[config.mk]
export PLATFORM = sky130hd
export DESIGN_NAME = gray_count_decoder
export DESIGN_NICKNAME = d
export VERILOG_FILES = /design/src/rtl/gray_count_decoder.sv
export SDC_FILE = /design/constraint.sdc
export NUM_CORES = 1
export LEC_CHECK = 0
export CAP_MARGIN = 5
export CORE_MARGIN = 4
export CORE_UTILIZATION = 45
export DETAILED_ROUTE_END_ITERATION = 10
export PLACE_DENSITY = 0.68
export SETUP_SLACK_MARGIN = 0.2
export SLEW_MARGIN = 20
export SYNTH_ARGS = -nofsm -noshare
export SYNTH_HDL_FRONTEND = slang
export SYNTH_SLANG_ARGS = --single-unit
[constraint.sdc]
create_clock -name clk -period 2.73 [get_ports clk]
set_input_delay 0.546 -clock clk [delete_from_list [all_inputs] [get_ports clk]]
set_output_delay 0.546 -clock clk [all_outputs]
set_load 0.05 [all_outputs]
[src/rtl/gray_count_decoder.sv]
// -----------------------------------------------------------------------------
// gray_count_decoder
//   Receive side of a Gray-coded counter link. The Gray input is resynchronised,
//   decoded to binary and checked for exact +1 (mod 2^WIDTH) advances. Once
//   LOCK_COUNT consecutive +1 steps have been seen, the block publishes a
//   validated binary count plus per-step strobes. Any illegal step while locked
//   raises an error and forces the block to reacquire.
//
// Ports
//   clk          in   1      clock, posedge
//   reset_n      in   1      asynchronous active-low reset
//   gray_in      in   WIDTH  Gray-coded count
//   sample_en    in   1      evaluate the synchronised input this cycle
//   clear_err    in   1      clears err_sticky (a same-cycle set wins)
//   bin_count    out  WIDTH  last validated binary count
//   count_valid  out  1      pulse: bin_count advanced by +1
//   wrap         out  1      pulse: the advance was all-ones -> 0
//   step_error   out  1      pulse: illegal step seen while locked
//   locked       out  1      high while in LOCKED
//   err_sticky   out  1      latched step_error, cleared by clear_err
// -----------------------------------------------------------------------------
module gray_count_decoder #(
  parameter int WIDTH       = 4,
  parameter int SYNC_STAGES = 2,  // 1..3
  parameter int LOCK_COUNT  = 2   // 1..7
) (
  input  logic             clk,
  input  logic             reset_n,
  input  logic [WIDTH-1:0] gray_in,
  input  logic             sample_en,
  input  logic             clear_err,
  output logic [WIDTH-1:0] bin_count,
  output logic             count_valid,
  output logic             wrap,
  output logic             step_error,
  output logic             locked,
  output logic             err_sticky
);

  typedef enum logic [1:0] {
    S_IDLE = 2'd0,
    S_ACQ  = 2'd1,
    S_LOCK = 2'd2,
    S_ERR  = 2'd3
  } state_t;

  localparam logic [2:0] LOCK_N = 3'(LOCK_COUNT);

  state_t                            r_state;
  logic [SYNC_STAGES-1:0][WIDTH-1:0] r_sync;
  logic [WIDTH-1:0]                  r_prev;
  logic [WIDTH-1:0]                  r_bin;
  logic [2:0]                        r_ok;
  logic                              r_cv;
  logic                              r_wrap;
  logic                              r_serr;
  logic                              r_locked;
  logic                              r_sticky;

  logic [WIDTH-1:0]                  w_gs;
  logic [WIDTH-1:0]                  w_d;
  logic [WIDTH-1:0]                  w_next;
  logic [2:0]                        w_ok_inc;
  logic                              w_set_err;

  // Input synchroniser; stage 0 takes the raw Gray bus.
  always_ff @(posedge clk or negedge reset_n) begin
    if (!reset_n) begin
      r_sync <= '0;
    end else begin
      r_sync[0] <= gray_in;
      for (int i = 1; i < SYNC_STAGES; i++) r_sync[i] <= r_sync[i-1];
    end
  end

  assign w_gs = r_sync[SYNC_STAGES-1];

  // Gray -> binary: bit i is the XOR of all Gray bits at or above i.
  always_comb begin
    w_d = '0;
    for (int i = 0; i < WIDTH; i++) w_d[i] = ^(w_gs >> i);
  end

  assign w_next   = r_prev + WIDTH'(1);   // wraps naturally mod 2^WIDTH
  assign w_ok_inc = r_ok + 3'd1;

  // Illegal step while locked: neither a hold nor a +1.
  assign w_set_err = sample_en && (r_state == S_LOCK) &&
                     (w_d != r_prev) && (w_d != w_next);

  always_ff @(posedge clk or negedge reset_n) begin
    if (!reset_n) begin
      r_state  <= S_IDLE;
      r_prev   <= '0;
      r_bin    <= '0;
      r_ok     <= '0;
      r_cv     <= 1'b0;
      r_wrap   <= 1'b0;
      r_serr   <= 1'b0;
      r_locked <= 1'b0;
      r_sticky <= 1'b0;
    end else begin
      r_cv   <= 1'b0;
      r_wrap <= 1'b0;
      r_serr <= 1'b0;

      // A new error beats a simultaneous clear.
      if (w_set_err)      r_sticky <= 1'b1;
      else if (clear_err) r_sticky <= 1'b0;

      if (sample_en) begin
        case (r_state)
          S_IDLE: begin
            r_prev   <= w_d;
            r_ok     <= '0;
            r_locked <= 1'b0;
            r_state  <= S_ACQ;
          end
          S_ACQ: begin
            r_prev <= w_d;
            if (w_d == w_next) begin
              r_ok <= w_ok_inc;
              if (w_ok_inc == LOCK_N) begin
                r_bin    <= w_d;
                r_locked <= 1'b1;
                r_state  <= S_LOCK;
              end
            end else if (w_d != r_prev) begin
              r_ok <= '0;
            end
          end
          S_LOCK: begin
            if (w_d == w_next) begin
              r_prev <= w_d;
              r_bin  <= w_d;
              r_cv   <= 1'b1;
              r_wrap <= &r_prev;
            end else if (w_d != r_prev) begin
              // prev and bin_count hold; reacquire starts from the next sample
              r_serr   <= 1'b1;
              r_locked <= 1'b0;
              r_state  <= S_ERR;
            end
          end
          S_ERR: begin
            r_prev   <= w_d;
            r_ok     <= '0;
            r_locked <= 1'b0;
            r_state  <= S_ACQ;
          end
          default: begin
            r_locked <= 1'b0;
            r_state  <= S_IDLE;
          end
        endcase
      end
    end
  end

  assign bin_count   = r_bin;
  assign count_valid = r_cv;
  assign wrap        = r_wrap;
  assign step_error  = r_serr;
  assign locked      = r_locked;
  assign err_sticky  = r_sticky;

endmodule
Yosys cells after proc, flatten, opt, wreduce, memory -nomap -nowiden
Index checks and enable logic that the tools add are counted.
- mux-type cells: 30
- equality and inequality tests: 13
- reductions and logical operators: 18
- $add $sub $neg: 2
- operators with widths (operator ; count):
    two-way mux 1 bit ; 16
    case mux 4 bit (2 select lines) ; 2
    XOR reduction 4 bit ; 4
    two-way mux 4 bit ; 3
    AND reduction 5 bit ; 2
    two-way mux 2 bit ; 4
    != test 4 bit ; 2
    two-way mux 3 bit ; 2
    != test 2 bit, second input constant ; 3
    case mux 2 bit (3 select lines) ; 1
    case mux 3 bit (2 select lines) ; 1
    nonzero test 2 bit ; 3
    adder 4 x 1 -> 4 bit, second input constant ; 1
    equality test 2 bit, second input constant ; 2
    equality test 4 bit ; 1
    != test 2 x 1 -> 1 bit, second input constant ; 2
    AND reduction 4 bit ; 1
    adder 3 x 1 -> 3 bit, second input constant ; 1
    equality test 3 x 2 -> 1 bit, second input constant ; 1
    logical AND 1 bit ; 3
    != test 3 bit, second input constant ; 1
    case mux 1 bit (3 select lines) ; 1
    AND reduction 3 bit ; 1
    OR reduction 3 bit ; 1
    other kinds (4) ; 4
- bits of input ports: 8
- logic and storage cells: 74
- output and inout port bits: 9
- flip-flop bits (word level): 26

Longest topological paths before layout
Gate-level depths: netlist of run 1.
- depth after elaboration: 6
- depth in mapped cells: 6
- depth with buffers taken out: 6

Worst setup path before layout of run 1
OpenSTA, ideal clock, no wires.
- path type: flip-flop to flip-flop
- start point: register r_sync (netlist bit w_gs[3])
- end point: register r_bin[0], in the netlist bin_count[0]
- slack: 0.677 ns
- arrival time: 1.927 ns
- clock period less this slack: 2.053 ns
- cell stages (with the launch flop): 7
- data required time: 2.605 ns
- library setup time: 0.125 ns
- buffers on the path: 1
- cell sequence: dfrtp_1 buf_6 xor3_2 nor3_4 o211ai_4 a211o_4 mux2_4
- cells in the longest elaborated chain, start to end: 4
- elaborated cells between the ends (all ways): 12
- classes of those cells: 3 x eq/ne; 4 x mux; 5 x reduce/logical
- RTL lines (what ; RTL line ; RTL):
    from (decl) ; 50 ; logic [SYNC_STAGES-1:0][WIDTH-1:0] r_sync;
    XOR reduction 4 bit ; 81 ; for (int i = 0; i < WIDTH; i++) w_d[i] = ^(w_gs >> i);
    equality test 4 bit / two-way mux 4 bit (equally long branches) ; 121, 133, 123 ;
    != test 2 x 1 -> 1 bit (no source line) (tied with other cells) ; n/a ;
    AND reduction 5 bit (no source line) / case mux 4 bit (2 select lines) (equally long branches) ; n/a ;
    to (signal assigned) ; 124 ; r_bin <= w_d;
    to (signal assigned) ; 135 ; r_bin <= w_d;
    to (decl) ; 52 ; logic [WIDTH-1:0] r_bin;
Several ways; a longest one is shown, not always the timed one. The select of a mux whose other input is x is not followed.
A chain may end at the register's enable or synchronous reset.

Worst setup path after layout of run 1
- start point: register r_sync (netlist bit w_gs[3])
- end point: register r_bin[2], in the netlist bin_count[2]
Same word-level chain as after synthesis.

==> reports/qor.txt, run 1 <==
======================================================================================================
Status .................................................................................. finished, final reports clean
Reg2reg end ............................................................................. bin_count[2]
Final hold violations ...................................................................            0
Number of violations of the max-capacitance limit .......................................            0
Post-Syn Instances ......................................................................           99
Final Slew Violations ...................................................................            0
Num rows ................................................................................           19
Routed wire length per instance .........................................................      15.1 um
Total negative setup slack ..............................................................         0 ps
Count of different cell masters after synthesis .........................................           36
Shortest clock period the worst path allows after layout ................................      2300 ps
Clock insertion delay at the later pin of the skew report ...............................       330 ps
H-tree level count ......................................................................            1
Antenna Cells ...........................................................................            0
Number of nets in the finished design ...................................................          134
CTS Buf Count ...........................................................................            3
Data required time at the worst endpoint ................................................      2950 ps
Total die area ..........................................................................    3820 um^2
Drt total wl ............................................................................      2270 um
Leak ....................................................................................     0.714 nW
Ports ...................................................................................           17
Number of iterations in the first detailed-routing pass .................................            4
Total gr overflow .......................................................................            0
Number of antenna violations at the first check in global routing .......................            0
Post-CTS Hold Buffers ...................................................................            0
Number of clock sinks ...................................................................           26
Synthesis warning total .................................................................            0
Mean post-synth cell area ...............................................................    13.2 um^2
Residual antenna-violating net count after detailed routing .............................            0
Layout cell share with drive strength beyond 1 ..........................................        16.0%
Vertical die dimension ..................................................................      61.8 um
Setup repair after global routing missed its margin .....................................        false
GPL Wtd Cong ............................................................................        0.834
Maximum number of pins on one net before global-route repair ............................           27
Avg Vias per Cell .......................................................................         5.44
Share of the clock period used by the worst path after layout ...........................        84.1%
Initial core utilization ................................................................        47.3%
CTS tree ................................................................................          yes
Tot Pwr .................................................................................      1.37 mW
Total via count after detailed routing ..................................................          816
Fmax achieved ...........................................................................    0.436 GHz
Path category of the worst min-delay check .............................................. register to register
Wire length of the first global-routing pass ............................................      3800 um
Proportion of register bits with asynchronous set or reset after synthesis ..............         100%
Number of remaining DRC errors ..........................................................            0
Critical path startpoint category .......................................................     register
Final critical-path setup slack .........................................................       435 ps
Crit path kind .......................................................................... register to register
Number of violations reported at the end of detailed-routing iteration 0 ................           27
Sort of element at the end of the critical path .........................................     register
Yosys reg bits ..........................................................................           26
Worst vdd ir ............................................................................       529 uV
Floorplan die width .....................................................................      61.8 um
Hold slack final ........................................................................       366 ps
Max Clock Skew ..........................................................................      11.9 ps
Post-Place Worst Slack ..................................................................       447 ps
Worst reg2reg setup slack ...............................................................       430 ps
Core area ...............................................................................    2760 um^2
Number of enable flip-flop cells after synthesis ........................................            0
Total of buffers placed on input and output ports .......................................           16
Capturing element of the worst setup path ............................................... bin_count[2]
Power density over the cells ............................................................  893 nW/um^2
Maximum fanout count along the critical path ............................................            9
Area of the mapped netlist ..............................................................    1300 um^2
Flip-flop cell with the highest count after synthesis ................................... sky130_fd_sc_hd__dfrtp_1
Post-cts resize count ...................................................................            0
Post-CTS setup-driven buffer insertion count ............................................            0
Slew Limit Headroom .....................................................................        66.1%
Data arrival time of the critical path ..................................................      2510 ps
Final-report setup violation count ......................................................            0
Post-DP HPWL ............................................................................      1720 um
Synth-to-Final Area Change ..............................................................        17.8%
Start of the worst register-to-register path ............................................      w_gs[3]
Number of buffers on the longest clock path .............................................            2
Portion of the post-synthesis area used by sequential elements ..........................        49.9%
Fill cell count .........................................................................          226
Clock transition at the register clock pins on the worst setup and hold paths after CTS .       130 ps
Total global routing track utilization ..................................................        14.0%
Worst-margin pin slew ...................................................................       507 ps
Number of global-route vias before repair ...............................................          832
Total nets after synthesis ..............................................................          113
Critical Path Start .....................................................................      w_gs[3]
Worst reg-to-reg path cell count ........................................................            5
Core occupancy in the finished layout ...................................................        55.7%
Root buffer cell ........................................................................ sky130_fd_sc_hd__clkbuf_4
======================================================================================================
worst min path at each step:
stage,startpoint,endpoint,cells past startpoint
2_1_floorplan,reset_n,bin_count[0],0
3_3_place_gp,r_sync[2],w_gs[2],0
3_5_place_dp,r_sync[1],w_gs[1],0
4_1_cts,r_sync[1],w_gs[1],0
5_1_grt,r_sync[0],w_gs[0],0
6_report,r_sync[1],w_gs[1],0
worst max-delay path, stage by stage (launching register included):
cell,delay (ps)
sky130_fd_sc_hd__dfrtp_1,520
sky130_fd_sc_hd__xor3_2,590
sky130_fd_sc_hd__nor3_4,270
sky130_fd_sc_hd__o211ai_4,150
sky130_fd_sc_hd__a211o_4,350
sky130_fd_sc_hd__mux2_4,300
area by class of cell:
| type | count | area (um^2) | area share (%) |
|---|---|---|---|
| Sequential cell | 26 | 651 | 42.4 |
| Multi-Input combinational cell | 66 | 619 | 40.3 |
| Timing Repair Buffer | 17 | 168 | 10.9 |
| Tap cell | 31 | 38.8 | 2.53 |
| Clock buffer | 4 | 36.3 | 2.36 |
| Inverter | 6 | 22.5 | 1.47 |
metrics by stage:
stage | std cells | cell area [um^2]
after global routing | 150 | 1540
after global placement | 146 | 1500
after detailed placement | 146 | 1500
after floorplan | 99 | 1300
after CTS | 150 | 1540
final | 150 | 1540
flip-flops by register name, summed over array words and instances (netlist names):
| signal | flops |
|---|---|
| w_gs | 4 |
| locked | 1 |
| count_valid | 1 |
| step_error | 1 |
| err_sticky | 1 |
| r_sync | 4 |
| bin_count | 4 |
| r_state | 2 |
| r_ok | 3 |
| wrap | 1 |
| r_prev | 4 |
kinds of logic after synthesis:
family	count (synthesis)	synth area share (%)
buf+inv	7	2.59
flops	26	49.9
fa+ha+maj	6	5.76
xor+xnor	10	7.96
compound gates	16	11.7
mux	12	11.3
simple gates	22	10.7
cell usage in the layout (no fill, tap or decap), types with 2 or more instances in the layout:
| master | netlist | routed |
|---|---|---|
| sky130_fd_sc_hd__and3b_1 | 2 | 2 |
| sky130_fd_sc_hd__clkbuf_4 | 0 | 3 |
| sky130_fd_sc_hd__clkdlybuf4s50_1 | 0 | 16 |
| sky130_fd_sc_hd__dfrtp_1 | 26 | 26 |
| sky130_fd_sc_hd__ha_1 | 6 | 6 |
| sky130_fd_sc_hd__inv_1 | 6 | 6 |
| sky130_fd_sc_hd__mux2_1 | 2 | 2 |
| sky130_fd_sc_hd__mux2_2 | 4 | 4 |
| sky130_fd_sc_hd__mux2_4 | 4 | 4 |
| sky130_fd_sc_hd__mux2i_1 | 2 | 2 |
| sky130_fd_sc_hd__nand2_1 | 4 | 4 |
| sky130_fd_sc_hd__nand2b_1 | 2 | 2 |
| sky130_fd_sc_hd__nand3_1 | 3 | 3 |
| sky130_fd_sc_hd__nor2_1 | 2 | 2 |
| sky130_fd_sc_hd__nor3_1 | 2 | 2 |
| sky130_fd_sc_hd__o2111ai_1 | 2 | 2 |
| sky130_fd_sc_hd__o211ai_1 | 2 | 2 |
| sky130_fd_sc_hd__o2bb2ai_1 | 2 | 2 |
| sky130_fd_sc_hd__or3_1 | 2 | 2 |
| sky130_fd_sc_hd__xnor2_1 | 4 | 4 |
| sky130_fd_sc_hd__xor2_1 | 5 | 5 |
cell usage after synthesis, drive strengths merged (3+ instances only):
| cell type | instances | area (um^2) |
|---|---|---|
| dfrtp | 26 | 651 |
| ha | 6 | 75.1 |
| inv | 6 | 22.5 |
| mux2 | 10 | 128 |
| nand2 | 4 | 15.0 |
| nand3 | 3 | 15.0 |
| nor3 | 3 | 26.3 |
| o211ai | 3 | 36.3 |
| xnor2 | 4 | 35.0 |
| xor2 | 5 | 43.8 |
per-layer routing:
metal / GRT usage, % / vias to the layer above / share of wire, %
met5: 0 / - / 0
met3: 2.89 / 4 / 7.0
met1: 17.8 / 385 / 46
li1: - / 397 / -
met4: 7.27 / 0 / 1.5
met2: 22.4 / 30 / 46
power by group:
part	internal, mW	total [mW]	leakage (nW)	switching [mW]
clock network	0.0816	0.195	0.0210	0.113
logic	0.258	0.635	0.365	0.378
registers	0.464	0.540	0.328	0.0759
total	0.804	1.37	0.714	0.567
Power figures use the tool's default switching activity.
==> run 2, diff against run 1 <==
==> constraint.sdc (replaced) <==
create_clock -name clk -period 2.4 [get_ports clk]
set_input_delay 0.48 -clock clk [delete_from_list [all_inputs] [get_ports clk]]
set_output_delay 0.48 -clock clk [all_outputs]
set_load 0.05 [all_outputs]
==> run 2 against run 1 <==
Total power increased by 15%. Design area increased by 2.3%. Critical path depth unchanged. Fmax increased by 9.4%. Sequential share of layout area decreased by 0.95 points. Wire length decreased by 2.9%. Clock-buffer cell count unchanged. Core utilization increased by 1.3 points. Clock power increased by 13%. Via count increased by 1.3%. Register-to-register slack got worse by 130 ps. Largest power group unchanged. Highest routed layer unchanged.
==> reports/qor.txt, run 2 (synthesis gave the netlist of run 1 again) <==
======================================================================================================
Floorplan die width .....................................................................      61.8 um
Final hold violations ...................................................................            0
Number of remaining DRC errors ..........................................................            0
Worst-margin pin slew ...................................................................       501 ps
Commonest non-fill, non-tap cell in the layout .......................................... sky130_fd_sc_hd__dfrtp_1
Number of violations of the max-capacitance limit .......................................            0
Commonest cells after routing, fill and taps aside ...................................... sky130_fd_sc_hd__dfrtp_1 (26), sky130_fd_sc_hd__clkdlybuf4s50_1 (16), sky130_fd_sc_hd__inv_1 (6), sky130_fd_sc_hd__ha_1 (6), sky130_fd_sc_hd__xor2_1 (5)
Slew Limit Headroom .....................................................................        66.5%
Share of the clock period used by the worst path after layout ...........................        87.4%
H-tree level count ......................................................................            1
Total global routing track utilization ..................................................        13.8%
Power density over the cells ............................................................ 1010 nW/um^2
Cells along the critical path ........................................................... xor3_2 -> nor3_4 -> o211ai_4 -> a211o_4 -> mux2_4
Start point of the worst hold path ......................................................    r_sync[2]
Maximum fanout count along the critical path ............................................            8
Cell count of the worst hold path .......................................................            0
Hold slack final ........................................................................       365 ps
Num rows ................................................................................           19
CTS tree ................................................................................          yes
Number of global-route vias before repair ...............................................          853
Number of antenna violations at the first check in global routing .......................            0
Path category of the worst min-delay check .............................................. register to register
End point of the most critical hold path ................................................      w_gs[2]
Final-report setup violation count ......................................................            0
Number of buffers on the longest clock path .............................................            2
Reg2reg end ............................................................................. bin_count[3]
CTS Buf Count ...........................................................................            3
Final Slew Violations ...................................................................            0
Number of nets in the finished design ...................................................          136
Initial core utilization ................................................................        47.3%
Shortest clock period the worst path allows after layout ................................      2100 ps
Final design area excluding fillers .....................................................    1570 um^2
Worst reg2reg setup slack ...............................................................       300 ps
Placed standard-cell area ...............................................................    1510 um^2
Vertical die dimension ..................................................................      61.8 um
Clock transition at the register clock pins on the worst setup and hold paths after CTS .       140 ps
Total of buffers placed on input and output ports .......................................           16
Routed wire length per instance .........................................................      14.5 um
Worst vdd ir ............................................................................       707 uV
Crit path kind .......................................................................... register to register
Setup repair after global routing missed its margin .....................................        false
GPL Wtd Cong ............................................................................        0.768
Avg Vias per Cell .......................................................................         5.44
Sort of element at the end of the critical path .........................................     register
Drt total wl ............................................................................      2200 um
Total die area ..........................................................................    3820 um^2
Core area ...............................................................................    2760 um^2
Maximum number of pins on one net before global-route repair ............................           27
Status .................................................................................. finished, final reports clean
Critical path startpoint category .......................................................     register
Wire length of the first global-routing pass ............................................      3810 um
Max Clock Skew ..........................................................................      7.50 ps
Clock insertion delay at the later pin of the skew report ...............................       320 ps
Slowest library cell on the worst path .................................................. sky130_fd_sc_hd__xor3_2
Data required time at the worst endpoint ................................................      2620 ps
Fmax achieved ...........................................................................    0.477 GHz
Residual antenna-violating net count after detailed routing .............................            0
Total gr overflow .......................................................................            0
Root buffer cell ........................................................................ sky130_fd_sc_hd__clkbuf_4
Number of violations reported at the end of detailed-routing iteration 0 ................            8
Core occupancy in the finished layout ...................................................        56.9%
Synth-to-Final Area Change ..............................................................        20.4%
Leak ....................................................................................     0.731 nW
Data arrival time of the critical path ..................................................      2310 ps
Ports ...................................................................................           17
Layout cell share with drive strength beyond 1 ..........................................        19.0%
Total via count after detailed routing ..................................................          827
Total negative setup slack ..............................................................         0 ps
Number of clock sinks ...................................................................           26
Max stage delay on crit path ............................................................       470 ps
Antenna Cells ...........................................................................            0
Start of the worst register-to-register path ............................................      w_gs[2]
Tot Pwr .................................................................................      1.58 mW
Post-DP HPWL ............................................................................      1670 um
Worst reg-to-reg path cell count ........................................................            5
Number of iterations in the first detailed-routing pass .................................            4
======================================================================================================
[run 2: worst max path at each step]
stage	from	cells after the start	end
after global placement	w_gs[3]	5	bin_count[1]
after floorplan	w_gs[3]	6	bin_count[0]
after detailed placement	w_gs[3]	5	bin_count[3]
after global routing	w_gs[2]	5	bin_count[0]
final	w_gs[2]	5	bin_count[3]
after CTS	w_gs[3]	5	bin_count[0]
[run 2: metal layers]
metal | wire [um] | track usage [%]
met3 | 87 | 3.10
met1 | 1050 | 17.6
met2 | 1050 | 23.2
met5 | 0 | 0
met4 | 19 | 4.55
[run 2: worst max-delay path, delay by kind of cell, from the launching register on]
| kind | cells | cell delay [ps] |
|---|---|---|
| compound gates | 2 | 510 |
| xor+xnor | 1 | 470 |
| flops | 1 | 460 |
| mux | 1 | 300 |
| simple gates | 1 | 260 |
[run 2: what timing repair did]
action                     4_1_cts  5_1_grt
resized for setup                0        3
setup endpoints to repair        0       12
hold buffers                     0        0
setup buffers                    0        1
[run 2: power breakdown]
part | internal, mW | switching (mW) | leakage [nW]
combinational | 0.311 | 0.438 | 0.383
sequential | 0.528 | 0.0804 | 0.328
clock | 0.0927 | 0.129 | 0.0210
total | 0.932 | 0.647 | 0.731
[run 2: through the flow]
stage,instances,setup WS [ps]
floorplan,99,347
global placement,147,272
detailed placement,147,257
CTS,151,224
global route,152,210
finish,152,302
[run 2: area by class of cell]
type	count	area [um^2]
clock buffers	4	36.3
fillers	229	1190
inverters	6	22.5
multi-input cells	66	639
flip-flops and latches	26	651
well taps	31	38.8
repair buffers	19	183
==> run 3, diff against run 2 <==
--- a/config.mk
+++ b/config.mk
@@ -6,12 +6,12 @@
 export NUM_CORES = 1
 export LEC_CHECK = 0
 export CAP_MARGIN = 5
-export CORE_MARGIN = 4
+export CORE_ASPECT_RATIO = 0.6
+export CORE_MARGIN = 2
 export CORE_UTILIZATION = 45
 export DETAILED_ROUTE_END_ITERATION = 10
 export PLACE_DENSITY = 0.68
 export SETUP_SLACK_MARGIN = 0.2
-export SLEW_MARGIN = 20
 export SYNTH_ARGS = -nofsm -noshare
 export SYNTH_HDL_FRONTEND = slang
 export SYNTH_SLANG_ARGS = --single-unit
==> run 3 against run 2 <==
Critical path type unchanged. Core utilization down 0.32 points. First-iteration DRC count rose to 5.6 times the previous value. Total power up 2.7%. Via count up 0.12%. Highest routed layer unchanged.
==> reports/qor.txt, run 3 (synthesis gave the netlist of run 1 again) <==
======================================================================================================
Leak ....................................................................................     0.742 nW
Path category of the worst min-delay check .............................................. register to register
Synth-to-Final Area Change ..............................................................        22.3%
Vertical die dimension ..................................................................      45.7 um
Total die area ..........................................................................    3360 um^2
Final-report setup violation count ......................................................            0
Layout cell share with drive strength beyond 1 ..........................................        19.7%
Crit path kind .......................................................................... register to register
CP bufs+invs ............................................................................            0
Total global routing track utilization ..................................................        16.5%
Total negative setup slack ..............................................................         0 ps
Total via count after detailed routing ..................................................          828
Final hold violations ...................................................................            0
Number of buffers on the longest clock path .............................................            2
GPL Wtd Cong ............................................................................        0.775
CTS tree ................................................................................          yes
Number of violations of the max-capacitance limit .......................................            0
Total gr overflow .......................................................................            0
Floorplan die width .....................................................................      73.5 um
Maximum fanout count along the critical path ............................................            8
Residual antenna-violating net count after detailed routing .............................            0
Routed wire length per instance .........................................................      14.9 um
Worst vdd ir ............................................................................       494 uV
Wire length of the first global-routing pass ............................................      3880 um
Number of nets in the finished design ...................................................          138
Data required time at the worst endpoint ................................................      2560 ps
Num rows ................................................................................           15
Setup repair after global routing missed its margin .....................................        false
Cells along the critical path ........................................................... xor3_2 -> nor3_4 -> o211ai_4 -> a211o_4 -> mux2_4
Worst-margin pin slew ...................................................................       498 ps
Commonest non-fill, non-tap cell in the layout .......................................... sky130_fd_sc_hd__dfrtp_1
Final Slew Violations ...................................................................            0
CTS Buf Count ...........................................................................            3
Critical path startpoint category .......................................................     register
Fmax achieved ...........................................................................    0.470 GHz
Tot Pwr .................................................................................      1.62 mW
Number of global-route vias before repair ...............................................          731
Number of iterations in the first detailed-routing pass .................................            4
Antenna Cells ...........................................................................            0
Clock transition at the register clock pins on the worst setup and hold paths after CTS .        80 ps
Total of buffers placed on input and output ports .......................................           16
Core area ...............................................................................    2820 um^2
Number of antenna violations at the first check in global routing .......................            0
Power density over the cells ............................................................ 1020 nW/um^2
Status .................................................................................. finished, final reports clean
Ports ...................................................................................           17
Drt total wl ............................................................................      2330 um
Clock insertion delay at the later pin of the skew report ...............................       260 ps
Slew Limit Headroom .....................................................................        66.7%
Worst path top cell family by delay ..................................................... compound AO/OA/AOI/OAI gates
H-tree level count ......................................................................            1
Max stage delay on crit path ............................................................       480 ps
Data arrival time of the critical path ..................................................      2280 ps
Number of clock sinks ...................................................................           26
Max Clock Skew ..........................................................................      3.81 ps
Slowest library cell on the worst path .................................................. sky130_fd_sc_hd__xor3_2
Sort of element at the end of the critical path .........................................     register
Shortest clock period the worst path allows after layout ................................      2130 ps
Number of remaining DRC errors ..........................................................            0
Number of violations reported at the end of detailed-routing iteration 0 ................           45
Avg Vias per Cell .......................................................................         5.31
Initial core utilization ................................................................        46.3%
Post-DP HPWL ............................................................................      1740 um
Root buffer cell ........................................................................ sky130_fd_sc_hd__clkbuf_8
Commonest cells after routing, fill and taps aside ...................................... sky130_fd_sc_hd__dfrtp_1 (26), sky130_fd_sc_hd__clkdlybuf4s50_1 (16), sky130_fd_sc_hd__inv_1 (6), sky130_fd_sc_hd__ha_1 (6)
Share of the clock period used by the worst path after layout ...........................        88.6%
Maximum number of pins on one net before global-route repair ............................           27
======================================================================================================
## run 3: changes by cell type in the layout (fill, tap and decap cells not counted)
cell	previous run	this run
sky130_fd_sc_hd__buf_4	3	5
sky130_fd_sc_hd__clkbuf_4	3	0
sky130_fd_sc_hd__clkbuf_8	1	3
## run 3: through the flow
step           setup slack [ps]  utilization (%)  instances  cell area, um^2  hold slack [ps]
2_1_floorplan               347                -         99             1300              184
3_3_place_gp                266             53.6        150             1510              334
5_1_grt                     204             56.6        156             1590              362
4_1_cts                     216             55.4        153             1560              356
6_report                    273             56.6        156             1590              355
3_5_place_dp                209             53.6        150             1510              335
## run 3: power by group
part           switching (mW)  leakage (nW)  internal, mW
sequential             0.0863         0.328         0.529
clock                   0.124        0.0216         0.112
combinational           0.448         0.392         0.323
## run 3: what timing repair did
action	in CTS	in global routing
buffers inserted	0	3
hold buffers	0	0
pin swaps	0	3
hold endpoints to repair	0	0
gates resized for setup	1	2
endpoints found under the setup margin	4	11
## run 3: area by class of cell
class / count / area (um^2)
Fill cell: 230 / 1220
Sequential cell: 26 / 651
Multi-Input combinational cell: 66 / 639
Timing Repair Buffer: 21 / 198
Tap cell: 34 / 42.5
Clock buffer: 3 / 41.3
Inverter: 6 / 22.5
## run 3: layer usage
layer | GRT usage [%] | share of wire [%]
met1 | 25.5 | 54
met2 | 20.7 | 41
met3 | 5.31 | 4.2
met4 | 6.55 | 1.3
met5 | 0 | 0
## run 3: path summary, 6_finish.rpt
check	from	end	slack, ps	depth (start not counted)
max	w_gs[2]	bin_count[1]	270	5
min	r_sync[1]	w_gs[1]	360	0
max reg2reg	w_gs[2]	bin_count[1]	270	5
min reg2reg	r_sync[1]	w_gs[1]	360	0
max in group asynchronous	reset_n	bin_count[0]	1580	2
min in group asynchronous	reset_n	r_sync[2]	560	2
